--- src/rtl/mem_interconnect_if.sv ---
// ============================================================================
// mem_interconnect_if : picorv32-style request bus plus fan-out slave signals
// Rev 1.0 - initial release
// ============================================================================
`default_nettype none

interface mem_interconnect_if #(
  parameter int NUM_SLAVES = 5
);
  logic                      mem_valid;
  logic [31:0]               mem_addr;
  logic [31:0]               mem_wdata;
  logic [3:0]                mem_wstrb;
  logic                      mem_ready;
  logic [31:0]               mem_rdata;
  logic [NUM_SLAVES-1:0]     slave_sel;
  logic [NUM_SLAVES-1:0]     slave_ready;
  logic [32*NUM_SLAVES-1:0]  slave_rdata;
  logic [31:0]               slave_addr;
  logic [31:0]               slave_wdata;
  logic [3:0]                slave_wstrb;

  // master: the environment (CPU and slave devices); slave: the interconnect
  modport master (
    output mem_valid, mem_addr, mem_wdata, mem_wstrb, slave_ready, slave_rdata,
    input  mem_ready, mem_rdata, slave_sel, slave_addr, slave_wdata, slave_wstrb
  );

  modport slave (
    input  mem_valid, mem_addr, mem_wdata, mem_wstrb, slave_ready, slave_rdata,
    output mem_ready, mem_rdata, slave_sel, slave_addr, slave_wdata, slave_wstrb
  );
endinterface

`default_nettype wire

--- src/rtl/mem_interconnect.sv ---
// ============================================================================
// mem_interconnect : address-decoding 1-to-N bus router with unmapped/timeout errors
// Rev 1.0 - initial release
// ============================================================================
`default_nettype none

module mem_interconnect #(
  parameter int                      NUM_SLAVES     = 5,
  parameter logic [32*NUM_SLAVES-1:0] SLAVE_BASE    = '0,
  parameter logic [32*NUM_SLAVES-1:0] SLAVE_MASK    = '0,
  parameter int                      TIMEOUT_CYCLES = 255,
  parameter logic [31:0]             ERR_RDATA      = 32'hDEAD_BEEF
) (
  input  wire logic          clk,
  input  wire logic          reset,
  mem_interconnect_if.slave  bus,
  output logic               err_unmapped,
  output logic               err_timeout,
  output logic [7:0]         err_count
);

  localparam int          IDX_W       = (NUM_SLAVES > 1) ? $clog2(NUM_SLAVES) : 1;
  localparam logic [1:0]  S_IDLE      = 2'd0;
  localparam logic [1:0]  S_ACCESS    = 2'd1;
  localparam logic [1:0]  S_ERR       = 2'd2;
  // The request cycle itself is the first stalled cycle, so ACCESS only has to count the rest.
  localparam logic [15:0] STALL_LIMIT = 16'(TIMEOUT_CYCLES - 1);

  logic [1:0]            state_q, state_d;
  logic [IDX_W-1:0]      idx_q, idx_d;
  logic [15:0]           stall_q, stall_d;
  logic                  err_to_q, err_to_d;
  logic [7:0]            err_count_q, err_count_d;

  logic [NUM_SLAVES-1:0] hit;
  logic                  any_hit;
  logic [IDX_W-1:0]      dec_idx;
  logic [IDX_W-1:0]      sel_idx;
  logic                  route_en;
  logic                  sel_ready;
  logic [31:0]           sel_rdata;
  logic [15:0]           stall_inc;

  generate
    for (genvar gi = 0; gi < NUM_SLAVES; gi++) begin : g_decode
      assign hit[gi] = (bus.mem_addr & SLAVE_MASK[32*gi +: 32]) == SLAVE_BASE[32*gi +: 32];
    end
  endgenerate

  assign any_hit = |hit;

  always_comb begin
    dec_idx = '0;
    for (int i = NUM_SLAVES - 1; i >= 0; i--) begin
      if (hit[i]) dec_idx = IDX_W'(i);
    end
  end

  // Reset gates routing so select/ready drop the instant reset asserts.
  assign sel_idx  = (state_q == S_ACCESS) ? idx_q : dec_idx;
  assign route_en = !reset && bus.mem_valid &&
                    (((state_q == S_IDLE) && any_hit) || (state_q == S_ACCESS));

  always_comb begin
    sel_ready = 1'b0;
    sel_rdata = '0;
    for (int i = 0; i < NUM_SLAVES; i++) begin
      if (sel_idx == IDX_W'(i)) begin
        sel_ready = bus.slave_ready[i];
        sel_rdata = bus.slave_rdata[32*i +: 32];
      end
    end
  end

  generate
    for (genvar gi = 0; gi < NUM_SLAVES; gi++) begin : g_sel
      assign bus.slave_sel[gi] = route_en && (sel_idx == IDX_W'(gi));
    end
  endgenerate

  assign bus.mem_ready   = (state_q == S_ERR) || (route_en && sel_ready);
  assign bus.mem_rdata   = (state_q == S_ERR)        ? ERR_RDATA :
                           (route_en && sel_ready)   ? sel_rdata : 32'h0;
  assign bus.slave_addr  = bus.mem_addr;
  assign bus.slave_wdata = bus.mem_wdata;
  assign bus.slave_wstrb = bus.mem_wstrb;

  assign err_unmapped = (state_q == S_ERR) && !err_to_q;
  assign err_timeout  = (state_q == S_ERR) && err_to_q;
  assign err_count    = err_count_q;

  assign stall_inc = stall_q + 16'd1;

  always_comb begin
    state_d     = state_q;
    idx_d       = idx_q;
    stall_d     = stall_q;
    err_to_d    = err_to_q;
    err_count_d = err_count_q;
    case (state_q)
      S_IDLE: begin
        stall_d = '0;
        if (bus.mem_valid) begin
          if (!any_hit) begin
            state_d  = S_ERR;
            err_to_d = 1'b0;
          end else if (!sel_ready) begin
            state_d = S_ACCESS;
            idx_d   = dec_idx;
          end
        end
      end
      S_ACCESS: begin
        if (!bus.mem_valid || sel_ready) begin
          state_d = S_IDLE;
        end else begin
          stall_d = stall_inc;
          if (stall_inc >= STALL_LIMIT) begin
            state_d  = S_ERR;
            err_to_d = 1'b1;
          end
        end
      end
      S_ERR: begin
        state_d     = S_IDLE;
        err_count_d = (err_count_q == 8'hFF) ? err_count_q : err_count_q + 8'd1;
      end
      default: state_d = S_IDLE;
    endcase
  end

  always_ff @(posedge clk or posedge reset) begin
    if (reset) begin
      state_q     <= S_IDLE;
      idx_q       <= '0;
      stall_q     <= '0;
      err_to_q    <= 1'b0;
      err_count_q <= '0;
    end else begin
      state_q     <= state_d;
      idx_q       <= idx_d;
      stall_q     <= stall_d;
      err_to_q    <= err_to_d;
      err_count_q <= err_count_d;
    end
  end

endmodule

`default_nettype wire
--- src/flat_wrapper.sv ---
// flat-port wrapper written by rule: the top's interface ports become plain ports
module mem_interconnect_flat 
#(
  parameter int                      NUM_SLAVES     = 5,
  parameter logic [32*NUM_SLAVES-1:0] SLAVE_BASE    = '0,
  parameter logic [32*NUM_SLAVES-1:0] SLAVE_MASK    = '0,
  parameter int                      TIMEOUT_CYCLES = 255,
  parameter logic [31:0]             ERR_RDATA      = 32'hDEAD_BEEF
)
  (clk, reset, err_unmapped, err_timeout, err_count, bus_mem_valid, bus_mem_addr, bus_mem_wdata, bus_mem_wstrb, bus_slave_ready, bus_slave_rdata, bus_mem_ready, bus_mem_rdata, bus_slave_sel, bus_slave_addr, bus_slave_wdata, bus_slave_wstrb);
  mem_interconnect_if #(.NUM_SLAVES(NUM_SLAVES)) bus_i ();
  input  wire logic clk;
  input  wire logic reset;
  output logic err_unmapped;
  output logic err_timeout;
  output logic [7:0] err_count;
  input wire logic [$bits(bus_i.mem_valid)-1:0] bus_mem_valid;
  input wire logic [$bits(bus_i.mem_addr)-1:0] bus_mem_addr;
  input wire logic [$bits(bus_i.mem_wdata)-1:0] bus_mem_wdata;
  input wire logic [$bits(bus_i.mem_wstrb)-1:0] bus_mem_wstrb;
  input wire logic [$bits(bus_i.slave_ready)-1:0] bus_slave_ready;
  input wire logic [$bits(bus_i.slave_rdata)-1:0] bus_slave_rdata;
  output wire logic [$bits(bus_i.mem_ready)-1:0] bus_mem_ready;
  output wire logic [$bits(bus_i.mem_rdata)-1:0] bus_mem_rdata;
  output wire logic [$bits(bus_i.slave_sel)-1:0] bus_slave_sel;
  output wire logic [$bits(bus_i.slave_addr)-1:0] bus_slave_addr;
  output wire logic [$bits(bus_i.slave_wdata)-1:0] bus_slave_wdata;
  output wire logic [$bits(bus_i.slave_wstrb)-1:0] bus_slave_wstrb;
  assign bus_i.mem_valid = bus_mem_valid;
  assign bus_i.mem_addr = bus_mem_addr;
  assign bus_i.mem_wdata = bus_mem_wdata;
  assign bus_i.mem_wstrb = bus_mem_wstrb;
  assign bus_i.slave_ready = bus_slave_ready;
  assign bus_i.slave_rdata = bus_slave_rdata;
  assign bus_mem_ready = bus_i.mem_ready;
  assign bus_mem_rdata = bus_i.mem_rdata;
  assign bus_slave_sel = bus_i.slave_sel;
  assign bus_slave_addr = bus_i.slave_addr;
  assign bus_slave_wdata = bus_i.slave_wdata;
  assign bus_slave_wstrb = bus_i.slave_wstrb;
  mem_interconnect #(.NUM_SLAVES(NUM_SLAVES), .SLAVE_BASE(SLAVE_BASE), .SLAVE_MASK(SLAVE_MASK), .TIMEOUT_CYCLES(TIMEOUT_CYCLES), .ERR_RDATA(ERR_RDATA)) u_core (.clk(clk), .reset(reset), .bus(bus_i), .err_unmapped(err_unmapped), .err_timeout(err_timeout), .err_count(err_count));
endmodule
--- config.mk ---
export PLATFORM = sky130hd
export DESIGN_NAME = mem_interconnect_flat
export DESIGN_NICKNAME = d
export VERILOG_FILES = /design/src/rtl/mem_interconnect_if.sv /design/src/rtl/mem_interconnect.sv /design/src/flat_wrapper.sv
export SDC_FILE = /design/constraint.sdc
export NUM_CORES = 1
export LEC_CHECK = 0
export BUFFER_PORTS_ARGS = -buffer_cell sky130_fd_sc_hd__buf_2
export CAP_MARGIN = 20
export CORE_AREA = 4 4 135 137
export CTS_BUF_LIST = sky130_fd_sc_hd__clkbuf_4 sky130_fd_sc_hd__clkbuf_8 sky130_fd_sc_hd__clkbuf_16
export DETAILED_ROUTE_END_ITERATION = 8
export DIE_AREA = 0 0 139 141
export PLACE_DENSITY = 0.53
export SYNTH_ARGS = -nofsm -noshare
export SYNTH_HDL_FRONTEND = slang
export SYNTH_SLANG_ARGS = --single-unit
--- constraint.sdc ---
create_clock -name clk -period 5.1 [get_ports clk]
set_input_delay 0.255 -clock clk [delete_from_list [all_inputs] [get_ports clk]]
set_output_delay 0.255 -clock clk [all_outputs]
set_load 0.02 [all_outputs]
; Word level (Yosys, flattened, before mapping)
; Index checks and enable logic that the tools add are counted.
[totals]
reg_bits = 27
output_inout_bits = 116
wordCells = 42
[classes]
addsub = 2
order_cmp = 1
n_eq_ne = 7
n_mux = 9
bitwise_logic = 2
n_reduce_logical = 17
[op_table]
columns = operator, count
row1 = 32-bit 2-to-1 mux, 2
row2 = 16-bit one-hot mux with 2 select lines, 1
row3 = "16-bit by 1-bit adder with 16-bit output, second input constant", 1
row4 = "16-bit by 8-bit greater-or-equal comparator with 1-bit output, second input constant", 1
row5 = 16-bit 2-to-1 mux, 1
row6 = "8-bit by 1-bit adder with 8-bit output, second input constant", 1
row7 = "8-bit equality test, second input constant", 1
row8 = 2-bit 2-to-1 mux, 4
row9 = "2-bit != test, second input constant", 3
row10 = 3-bit AND reduction, 2
row11 = 1-bit logical AND, 5
row12 = 2-bit one-hot mux with 2 select lines, 1
row13 = 2-bit AND reduction, 2
row14 = 1-bit logical NOT, 3
row15 = 1-bit logical OR, 3
row16 = "3-bit != test, second input constant", 1
row17 = "2-bit by 1-bit equality test with 1-bit output, second input constant", 1
row18 = "2-bit equality test, second input constant", 1
row19 = 2-bit logical NOT, 1
row20 = 1-bit inverter, 2
row21 = 2-bit nonzero test, 1

; Depth between registers and ports, before layout
; Gate-level depths: netlist of the first run.
[depth]
ltp_word = 6
ltp_mapped = 6
depth_no_buf = 6

; Worst setup path before layout of the first run
; OpenSTA, ideal clock, no wires.
[synth_path]
kind = register to register
start = reg u_core.stall_q[0]
end = reg u_core.err_to_q
setup_time_ns = 0.150
t_arrival_ns = 1.995
path_slack_ns = 2.954
stages_incl_launch_ff = 7
n_path_buf = 0
period_less_slack_ns = 2.146
path_cell_list = dfrtp_1 -> ha_1 -> nand3_2 -> or4_4 -> or2_0 -> a222oi_1 -> a41oi_1
[synth_between]
elab_chain_cells = 3
[synth_lines]
columns = item, line
row1 = start: declaration, mem_interconnect.sv:31  ; logic [15:0] stall_q, stall_d;
row2 = start signal: assignment, mem_interconnect.sv:142  ; stall_q <= stall_d;
row3 = 16-bit by 1-bit adder with 16-bit output, mem_interconnect.sv:92  ; assign stall_inc = stall_q + 16'd1;
row4 = 16-bit by 8-bit greater-or-equal comparator with 1-bit output, mem_interconnect.sv:118  ; if (stall_inc >= STALL_LIMIT) begin
row5 = 3-bit AND reduction (no source line), n/a
row6 = end signal: assignment, mem_interconnect.sv:143  ; err_to_q <= err_to_d;
row7 = end: declaration, mem_interconnect.sv:32  ; logic err_to_q, err_to_d;
; Every way passes these cells.
; A chain may end at the register's enable or synchronous reset.

; Worst setup path after layout of the first run
[layout_path]
start = in reset
end = out bus_mem_rdata[25]
[layout_between]
elab_chain_cells = 6
[layout_lines]
columns = item, line
row1 = start: declaration, flat_wrapper.sv:13  ; input wire logic reset;
row2 = 1-bit logical NOT, mem_interconnect.sv:61  ; assign route_en = !reset && bus.mem_valid &&
row3 = 1-bit logical AND (2 in a row), mem_interconnect.sv:61
row4 = 1-bit logical AND, mem_interconnect.sv:83  ; (route_en && sel_ready) ? sel_rdata : 32'h0;
row5 = 32-bit 2-to-1 mux, mem_interconnect.sv:83
row6 = 32-bit 2-to-1 mux, mem_interconnect.sv:82  ; assign bus.mem_rdata = (state_q == S_ERR) ? ERR_RDATA :
row7 = end: declaration, flat_wrapper.sv:24  ; output wire logic [$bits(bus_i.mem_rdata)-1:0] bus_mem_rdata;
; Every way passes these cells.

==> reports/summary.txt, run 1 <==
I/O pin count - 352
RSZ-0062 raised after global routing - no
Synth area leaders - dfrtp_1, buf_4, nand2_1, o21ai_0, xnor2_1
Final setup fails - 0
Crit Reg-Reg Endpoint - u_core.err_to_q$_DFFE_PP0P_
Worst Max-Slew Pin Slew - 810 ps
Mean Syn Cell Area - 7.63 um^2
Slew headroom - 45.9%
Diode count - 0
Full die area - 0.0196 mm^2
Area after DPL - 0.00248 mm^2
Crit start category - input port
First-pass GRT wire length - 9560 um
Pins Over Slew Limit - 0
Most frequent cell after synthesis - buf_4
Drt initial violations - 112
Maximum fanout along the worst path - 20
Final ANT Viol Nets - 0
Endpoint class of the critical path - primary output
Pwr per Cell Area - 182 mW/mm^2
Finished Layout Cells - 536
Clk_skew - 5.62 ps
# port buffers - 79
Die width - 139 um
Synth Cell Area - 0.00234 mm^2
R2r setup slk - 2620 ps
Routed vias/inst - 3.52
Main synth FF type - dfrtp_1
Total Routing Usage GR - 5.85%
CP Launch Point - reset
Setup tns final - 0 ps
Number of flops mapped to enable cells by yosys - 0
CTS HTree Levels - 1
WL per Instance - 11.2 um
Largest net degree at the start of global routing - 29
Final Instance Area - 0.00257 mm^2
Initial antenna violation count - 0
Routed wl met2 - 2500 um
Reg2Reg Depth - 6
Post-Route M1 WL - 2390 um
Yosys top cell area share - 28.8%
Fraction of registers with async set/reset - 100%
Count of different cell masters after synthesis - 42
CTS tree - yes
Worst setup path end - bus_mem_rdata[25]
Fmax - 0.360 GHz
Initial core utilization - 13.7%
Min Tclk post-route - 2780 ps
Synth Register Bits - 27
Top Metal Used - met4
Setup repair bufs after CTS - 0
CTS max path bufs - 2
Share of cells above drive strength 1 - 30.5%
Total Power Consumption - 467 uW
Clock-pin slew on the worst setup and hold paths - 70 ps
FILL cells - 1,947
DIE HEIGHT - 141 um
Vias - 1,888
Clk_lat worst skew - 260 ps
P&R area growth vs syn - 9.67%
Number of clock sinks - 27
Num rows - 48
Final period util - 54.5%
Max Cap Viol - 0
Status - finished, final reports clean
Post-route DRC - 0
Most frequent cells after synthesis - buf_4, nand2_1, dfrtp_1
Core Area - 0.0171 mm^2
GPL Wtd Cong - 0.733
Worst hold path class - input port to flop
Leak - 1.37 nW
Critical path class - input port to primary output
RR Startpoint - u_core.stall_q[0]$_DFFE_PP0P_
Ys Warns - 0
Hold Vio Cnt, Final - 0
Metal3 WL - 1040 um
CTS resizes - 0
Req. time, crit path - 4850 ps
WHS - 463 ps
CTS buffer count - 3
1st-pass router iterations - 4
Dpl cells - 531
Final WL - 6010 um
DP HPWL - 4750 um
Vias in the first global route - 1,806
Congestion Overflow GR - 0
Critical Path AT - 2520 ps
IR drop worst, VDD - 0.114 mV
Synth area leader - dfrtp_1
Post-synthesis sequential area ratio - 28.8%
Fin nets - 551
Root buffer cell - clkbuf_16
Cells after Synth - 307
kinds of logic after synthesis:
logic type / count (synthesis) / share of synthesized area (%)
other cells: 1 / 0.160
flops: 27 / 28.8
simple gates: 133 / 27.0
buf+inv: 92 / 26.6
xor+xnor: 16 / 5.98
compound gates: 33 / 8.87
mux: 2 / 0.961
fa+ha+maj: 3 / 1.60
power by group:
group | switching [mW] | internal, mW | total (mW)
sequential | 0.00184 | 0.215 | 0.217
clock | 0.0746 | 0.112 | 0.187
combinational | 0.0377 | 0.0255 | 0.0632
total | 0.114 | 0.353 | 0.467
registers in the layout, indices dropped and copies added (netlist names):
name / flops
u_core.err_count: 8
u_core.err_to_q: 1
u_core.stall_q: 16
u_core.state_q: 2
worst max-delay path: stages:
cell,delay (ps)
dlygate4sd3_1,540
buf_2,130
nor3b_1,660
and2_0,390
buf_6,230
nand2_1,80
nand2_1,70
buf_2,160
metal layers:
layer  vias up  GRT usage [%]
met1       832           6.55
li1        943              -
met5         -              0
met4         0          0.927
met3        16           4.75
met2        97           8.85
through the flow:
step / util (%) / setup WS (ps)
2_1_floorplan: - / 2950
3_3_place_gp: 14.3 / 2350
3_5_place_dp: 14.5 / 2640
4_1_cts: 15.1 / 2290
5_1_grt: 15.1 / 2080
6_report: 15.1 / 2320
area by class of cell:
class / instances / area (um^2) / area share (%)
inverters: 6 / 22.5 / 0.877
flip-flops and latches: 27 / 676 / 26.3
clock buffers: 4 / 82.6 / 3.21
repair buffers: 83 / 452 / 17.6
multi-input cells: 191 / 1050 / 41.1
well taps: 225 / 282 / 11.0
worst min-delay path by stage:
stage	startpoint	to	slack, ps	cells past startpoint
6_report	bus_slave_ready[0]	u_core.state_q[0]$_DFFE_PP0P_	460	3
2_1_floorplan	reset	u_core.err_count[0]$_DFFE_PP0P_	310	1
4_1_cts	bus_slave_ready[0]	u_core.state_q[0]$_DFFE_PP0P_	470	3
3_5_place_dp	reset	u_core.state_q[1]$_DFFE_PP0P_	280	2
3_3_place_gp	u_core.err_count[4]$_DFFE_PP0P_	u_core.err_count[4]$_DFFE_PP0P_	500	1
5_1_grt	bus_mem_valid	u_core.state_q[0]$_DFFE_PP0P_	500	3
cells in the final DEF, fill, tap and decap left out, types with 2 or more instances in the layout:
cell	count
a21o_1	2
a21oi_1	2
a41oi_1	2
and3_1	10
buf_2	79
clkbuf_16	3
conb_1	4
dfrtp_1	27
ha_1	3
inv_1	6
mux2_2	2
nand2_1	69
nand2b_1	3
nand3_1	8
nand3_2	2
nand4_1	6
nor2_1	14
nor2b_1	2
nor3_1	4
nor3b_1	2
o21ai_0	18
o31ai_1	3
or3_1	2
xnor2_1	9
xor2_1	7
repair_timing:
item | CTS | global route
endpoints found under the setup margin | 0 | 0
hold buffers | 1 | 0
hold endpoints to repair | 7 | 0
Power figures use the tool's default switching activity.
==> run 2, diff against run 1 <==
==> constraint.sdc (replaced) <==
create_clock -name clk -period 2.8 [get_ports clk]
set_input_delay 0.14 -clock clk [delete_from_list [all_inputs] [get_ports clk]]
set_output_delay 0.14 -clock clk [all_outputs]
set_load 0.02 [all_outputs]
==> run 2 against run 1 <==
Compared with the run above:
- via count up 2.3%
- sequential cell count unchanged
- sequential power up 82%
- clock skew up 1.2 ps
- count of clock-buffer cells in the layout down 1
- critical path type is now flop to flop
==> reports/summary.txt, run 2 (synthesis gave the netlist of run 1 again) <==
Slowest-stage cell, CP - or4_4
Min Tclk post-route - 2500 ps
DP HPWL - 4810 um (+1.3%)
Worst Max-Slew Pin Slew - 621 ps (-189 ps)
Switching part of the total - 25.5% (+1.1 points)
Maximum fanout along the worst path - 7 (-65%)
Core Util, Final - 15.0% (-0.095 points)
Clk_lat worst skew - 270 ps (about the same)
Clock-pin slew on the worst setup and hold paths - 70 ps (about the same)
Critical Path AT - 2610 ps (+90 ps)
Final worst setup slack - 303 ps (-2020 ps)
Num rows - 48 (unchanged)
I/O pin count - 352 (unchanged)
Crit Reg-Reg Endpoint - u_core.err_to_q$_DFFE_PP0P_
# port buffers - 79 (unchanged)
Final ANT Viol Nets - 0 (unchanged)
Drt initial violations - 116 (+3.6%)
Post-route DRC - 0 (unchanged)
CP Buf/Inv Count - 0 (-4)
CP Launch Point - u_core.stall_q[0]$_DFFE_PP0P_
Seq pwr share - 46.7% (+0.2 points)
Congestion Overflow GR - 0 (unchanged)
Crit start category - flop
Worst setup path end - u_core.err_to_q$_DFFE_PP0P_
Pwr per Cell Area - 332 mW/mm^2 (+82%)
Max FFs per register - 16 (unchanged)
Slew headroom - 58.5% (+13 points)
Clk network pwr share - 40.0% (about the same)
Die width - 139 um (unchanged)
Post-Place Worst Slack - 365 ps (-2270 ps)
Setup tns final - 0 ps (unchanged)
Worst hold path class - input port to primary output
CTS HTree Levels - 1 (unchanged)
CTS tree - yes
Final setup fails - 0 (unchanged)
Setup repair bufs after CTS - 0 (unchanged)
Total Routing Usage GR - 6.06% (+0.21 points)
Endpoint class of the critical path - flop
FILL cells - 1,994 (+2.4%)
Fmax - 0.400 GHz
Clk_skew - 6.78 ps (+1.16 ps)
R2r setup slk - 300 ps (-2320 ps)
Routed vias/inst - 3.60 (+2.1%)
Stages on worst setup path - 6 (-2)
Largest delay share family, worst path - simple AND/OR/NAND/NOR gates
CTS buffer count - 3 (unchanged)
Cell-internal power - 631 uW (+79%)
Crit-path cells - ha_1 -> nand3_2 -> or4_4 -> or2_0 -> a222oi_1 -> a41oi_1
Full die area - 0.0196 mm^2 (unchanged)
Initial core utilization - 13.7% (unchanged)
P&R area growth vs syn - 8.97%
GPL Wtd Cong - 0.733 (about the same)
Number of clock sinks - 27 (unchanged)
CP peak stage delay - 570 ps (-90 ps)
Initial antenna violation count - 0 (unchanged)
Req. time, crit path - 2910 ps (-1940 ps)
Psw - 216 uW (+90%)
Combinational fraction of design power - 13.3% (-0.2 points)
Diode count - 0 (unchanged)
Final WL - 6180 um (+2.8%)
Max Cap Viol - 0 (unchanged)
Final period util - 89.2%
Reg2Reg Depth - 6 (unchanged)
RSZ-0062 raised after global routing - no
Share of cells above drive strength 1 - 30.8% (+0.22 points)
1st-pass router iterations - 4 (unchanged)
Vias in the first global route - 1,837 (+1.7%)
Most common cell after layout, fill and taps aside - buf_2
Critical path class - flop to flop
Fin nets - 552 (+0.18%)
Status - finished, final reports clean
CTS max path bufs - 2 (unchanged)
Leak - 1.36 nW (-0.59%)
Most flops, register - u_core.stall_q
Core Area - 0.0171 mm^2 (unchanged)
RR Startpoint - u_core.stall_q[0]$_DFFE_PP0P_
Vias - 1,932 (+2.3%)
WL per Instance - 11.5 um (+2.6%)
IR drop worst, VDD - 0.197 mV (+73%)
Root buffer cell - clkbuf_16
Hold Vio Cnt, Final - 0 (unchanged)
DIE HEIGHT - 141 um (unchanged)
Pins Over Slew Limit - 0 (unchanged)
Most frequent cells in the layout - buf_2, nand2_1, dfrtp_1
First-pass GRT wire length - 9890 um (+3.5%)
Largest net degree at the start of global routing - 28 (-3.4%)
## run 2: cell count changes in the layout (fill, tap and decap cells not counted), sizes merged
cell,previous run,this run
clkinvlp,0,1
buf,82,83
clkbuf,4,3
## run 2: power groups by stage
| stage | clock (mW) | combinational, mW | sequential (mW) |
|---|---|---|---|
| 2_1_floorplan | 0 | 0.211 | 0.402 |
| 3_3_place_gp | 0 | 0.113 | 0.403 |
| 6_report | 0.339 | 0.113 | 0.395 |
| 5_1_grt | 0.362 | 0.127 | 0.396 |
| 4_1_cts | 0.347 | 0.115 | 0.395 |
| 3_5_place_dp | 0 | 0.114 | 0.403 |
## run 2: worst min path at each step
stage / startpoint / end / slack (ps) / cells after the start
floorplan: reset / u_core.err_count[0]$_DFFE_PP0P_ / 190 / 1
global placement: reset / u_core.state_q[1]$_DFFE_PP0P_ / 250 / 3
detailed placement: reset / u_core.state_q[1]$_DFFE_PP0P_ / 250 / 3
CTS: bus_mem_addr[15] / bus_slave_addr[15] / 280 / 0
global route: bus_mem_addr[7] / bus_slave_addr[7] / 280 / 0
finish: bus_mem_addr[11] / bus_slave_addr[11] / 280 / 0
## run 2: layout make-up
| type | count | area, um^2 | area share [%] |
|---|---|---|---|
| Clock inverter | 1 | 7.51 | 0.294 |
| Inverter | 6 | 22.5 | 0.882 |
| Multi-Input combinational cell | 191 | 1050 | 41.3 |
| Timing Repair Buffer | 84 | 435 | 17.1 |
| Clock buffer | 3 | 75.1 | 2.94 |
| Sequential cell | 27 | 676 | 26.5 |
| Tap cell | 225 | 282 | 11.0 |
## run 2: per-stage QoR
step	power [mW]	instance area [um^2]	cells	hold WS [ps]
after floorplan	0.613	2350	310	193
after global placement	0.516	2460	532	246
after detailed placement	0.517	2460	532	248
after CTS	0.858	2550	537	280
after global routing	0.885	2550	537	280
final	0.847	2550	537	280
## run 2: timing repair
| item | CTS | global route |
|---|---|---|
| resized for setup | 0 | 0 |
| endpoints found under the setup margin | 0 | 0 |
| hold buffers | 1 | 0 |
| hold endpoints to repair | 27 | 0 |
## run 2: worst reg2reg max path, stage by stage, from the launching register on
cell and delay (ps):
dfrtp_1 440, ha_1 300, nand3_2 160, or4_4 570, or2_0 240, a222oi_1 440
a41oi_1 190
## run 2: per-layer routing
metal,vias up,wire length (um),GRT usage [%]
met2,107,2630,8.80
met3,16,1070,4.61
met1,868,2410,7.27
li1,941,-,-
met4,0,74,0.927
met5,-,0,0
==> run 3, diff against run 2 <==
--- a/config.mk
+++ b/config.mk
@@ -12,6 +12,7 @@
 export DETAILED_ROUTE_END_ITERATION = 8
 export DIE_AREA = 0 0 139 141
 export PLACE_DENSITY = 0.53
+export SETUP_SLACK_MARGIN = 0.4
 export SYNTH_ARGS = -nofsm -noshare
 export SYNTH_HDL_FRONTEND = slang
 export SYNTH_SLANG_ARGS = --single-unit
==> run 3 against run 2 <==
Compared with the run above:
- sequential power about the same
- die area unchanged
- count of clock-buffer cells in the layout unchanged
- global-route usage unchanged
- sequential cell count unchanged
- critical path type unchanged
- critical endpoint unchanged
- largest cell class unchanged
- highest routed layer unchanged
==> reports/summary.txt, run 3 (synthesis gave the netlist of run 1 again) <==
Setup tns final - 0 ps (unchanged)
Vias - 1,958 (+1.3%)
Routed vias/inst - 3.61 (+0.41%)
Max Cap Viol - 0 (unchanged)
CTS buffer count - 3 (unchanged)
Initial core utilization - 13.7% (unchanged)
Reg2Reg Depth - 7 (+1)
Hold Crit Start - bus_mem_addr[11]
Congestion Overflow GR - 0 (unchanged)
Final period util - 79.1% (-10 points)
Final setup fails - 0 (unchanged)
Metal3 WL - 1070 um (+0.28%)
Min Tclk post-route - 2220 ps (-281 ps)
CTS tree - yes
I/O pin count - 352 (unchanged)
FILL cells - 1,993 (-0.050%)
Seq pwr share - 46.7% (about the same)
Cell-internal power - 632 uW (+0.30%)
Leak - 1.38 nW (+1.4%)
RSZ-0062 raised after global routing - no
Req. time, crit path - 2930 ps (+20 ps)
Critical path class - flop to flop
Final ANT Viol Nets - 0 (unchanged)
Crit start category - flop
DP HPWL - 4810 um (unchanged)
Endpoint class of the critical path - flop
Clk_lat worst skew - 260 ps (about the same)
RR Startpoint - u_core.stall_q[0]$_DFFE_PP0P_
CTS HTree Levels - 1 (unchanged)
Combinational fraction of design power - 13.7% (+0.4 points)
Switching part of the total - 25.4% (-0.17 points)
Num rows - 48 (unchanged)
Worst hold path class - input port to primary output
Most frequent cells in the layout - buf_2, nand2_1, dfrtp_1
Core Area - 0.0171 mm^2 (unchanged)
Max FFs per register - 16 (unchanged)
Post-Route M1 WL - 2410 um (+0.25%)
Top Metal Used - met4
Crit Reg-Reg Endpoint - u_core.err_to_q$_DFFE_PP0P_
Worst setup path end - u_core.err_to_q$_DFFE_PP0P_
Die width - 139 um (unchanged)
Pins Over Slew Limit - 0 (unchanged)
Final WL - 6260 um (+1.4%)
Status - finished, final reports clean
1st-pass router iterations - 4 (unchanged)
Number of clock sinks - 27 (unchanged)
Clock-pin slew on the worst setup and hold paths - 70 ps (about the same)
Psw - 215 uW (-0.58%)
CTS max path bufs - 2 (unchanged)
Share of cells above drive strength 1 - 33.1% (+2.4 points)
Maximum fanout along the worst path - 6 (-1)
Initial antenna violation count - 0 (unchanged)
Total Routing Usage GR - 6.06% (unchanged)
Pwr per Cell Area - 325 mW/mm^2 (-2.1%)
Fin nets - 557 (+0.91%)
Most flops, register - u_core.stall_q
# port buffers - 79 (unchanged)
P&R area growth vs syn - 11.4%
Post-Place Worst Slack - 365 ps (unchanged)
Diode count - 0 (unchanged)
Worst Max-Slew Pin Slew - 625 ps (+3.26 ps)
DIE HEIGHT - 141 um (unchanged)
Clk_skew - 5.26 ps (-1.52 ps)
IR drop worst, VDD - 0.195 mV (-1.3%)
Most common cell after layout, fill and taps aside - buf_2
CP Launch Point - u_core.stall_q[0]$_DFFE_PP0P_
Post-route DRC - 0 (unchanged)
First-pass GRT wire length - 9900 um (about the same)
Critical Path AT - 2340 ps (-270 ps)
Final worst setup slack - 584 ps (+281 ps)
R2r setup slk - 580 ps (+280 ps)
Slew headroom - 58.2% (-0.22 points)
Vias in the first global route - 1,840 (+0.16%)
Full die area - 0.0196 mm^2 (unchanged)
Hold Vio Cnt, Final - 0 (unchanged)
Largest net degree at the start of global routing - 28 (unchanged)
Routed wl met2 - 2710 um (+2.9%)
Clk network pwr share - 39.6% (-0.4 points)
Root buffer cell - clkbuf_16
Drt initial violations - 112 (-3.4%)
Fmax - 0.451 GHz (+13%)
GPL Wtd Cong - 0.733 (unchanged)
Total Power Consumption - 848 uW (about the same)
WL per Instance - 11.6 um (+0.46%)
-- run 3: changes by cell type in the layout (fill, tap and decap cells not counted), sizes merged --
cell / change
buf: +5
-- run 3: power groups by stage --
stage	sequential (mW)	combinational [mW]	clock [mW]
final	0.396	0.116	0.336
after global placement	0.403	0.113	0
after global routing	0.396	0.130	0.362
after detailed placement	0.403	0.114	0
after CTS	0.395	0.115	0.347
after floorplan	0.402	0.211	0
-- run 3: cell type report --
class / instances / area, um^2 / area share [%]
Inverter: 6 / 22.5 / 0.863
Multi-Input combinational cell: 191 / 1070 / 41.1
Clock inverter: 1 / 7.51 / 0.288
Timing Repair Buffer: 89 / 473 / 18.1
Sequential cell: 27 / 678 / 26.0
Tap cell: 225 / 282 / 10.8
Clock buffer: 3 / 75.1 / 2.88
-- run 3: worst min-delay path by stage --
| stage | to | cells past startpoint |
|---|---|---|
| finish | bus_slave_addr[11] | 0 |
| global route | bus_slave_addr[7] | 0 |
| global placement | u_core.state_q[1]$_DFFE_PP0P_ | 3 |
| floorplan | u_core.err_count[0]$_DFFE_PP0P_ | 1 |
| CTS | bus_slave_addr[15] | 0 |
| detailed placement | u_core.state_q[1]$_DFFE_PP0P_ | 3 |
-- run 3: repair_timing --
item                                    CTS  global route
resized for setup                         0             5
buffers inserted                          1             4
hold buffers                              1             0
pin swaps                                 1             2
endpoints found under the setup margin    3             3
endpoints found under the hold margin    27             0
-- run 3: critical path, cell delays in order, from the launching register on --
cell and delay (ps):
dfrtp_2 420, ha_4 180, nand3_2 140, or4_4 590, or2_0 240, a222oi_1 220
buf_4 180, a41oi_1 110
-- run 3: metrics by stage --
stage / utilization (%) / cell area, um^2 / instances / hold slack, ps
6_report: 15.3 / 2610 / 542 / 280
5_1_grt: 15.3 / 2610 / 542 / 280
4_1_cts: 15.0 / 2560 / 538 / 280
3_5_place_dp: 14.4 / 2460 / 532 / 248
3_3_place_gp: 14.4 / 2460 / 532 / 246
2_1_floorplan: - / 2350 / 310 / 193
-- run 3: metal layers --
| metal | global-route usage, % | vias to the layer above |
|---|---|---|
| li1 | - | 951 |
| met1 | 7.27 | 886 |
| met2 | 8.80 | 105 |
| met3 | 4.61 | 16 |
| met4 | 0.927 | 0 |
| met5 | 0 | - |
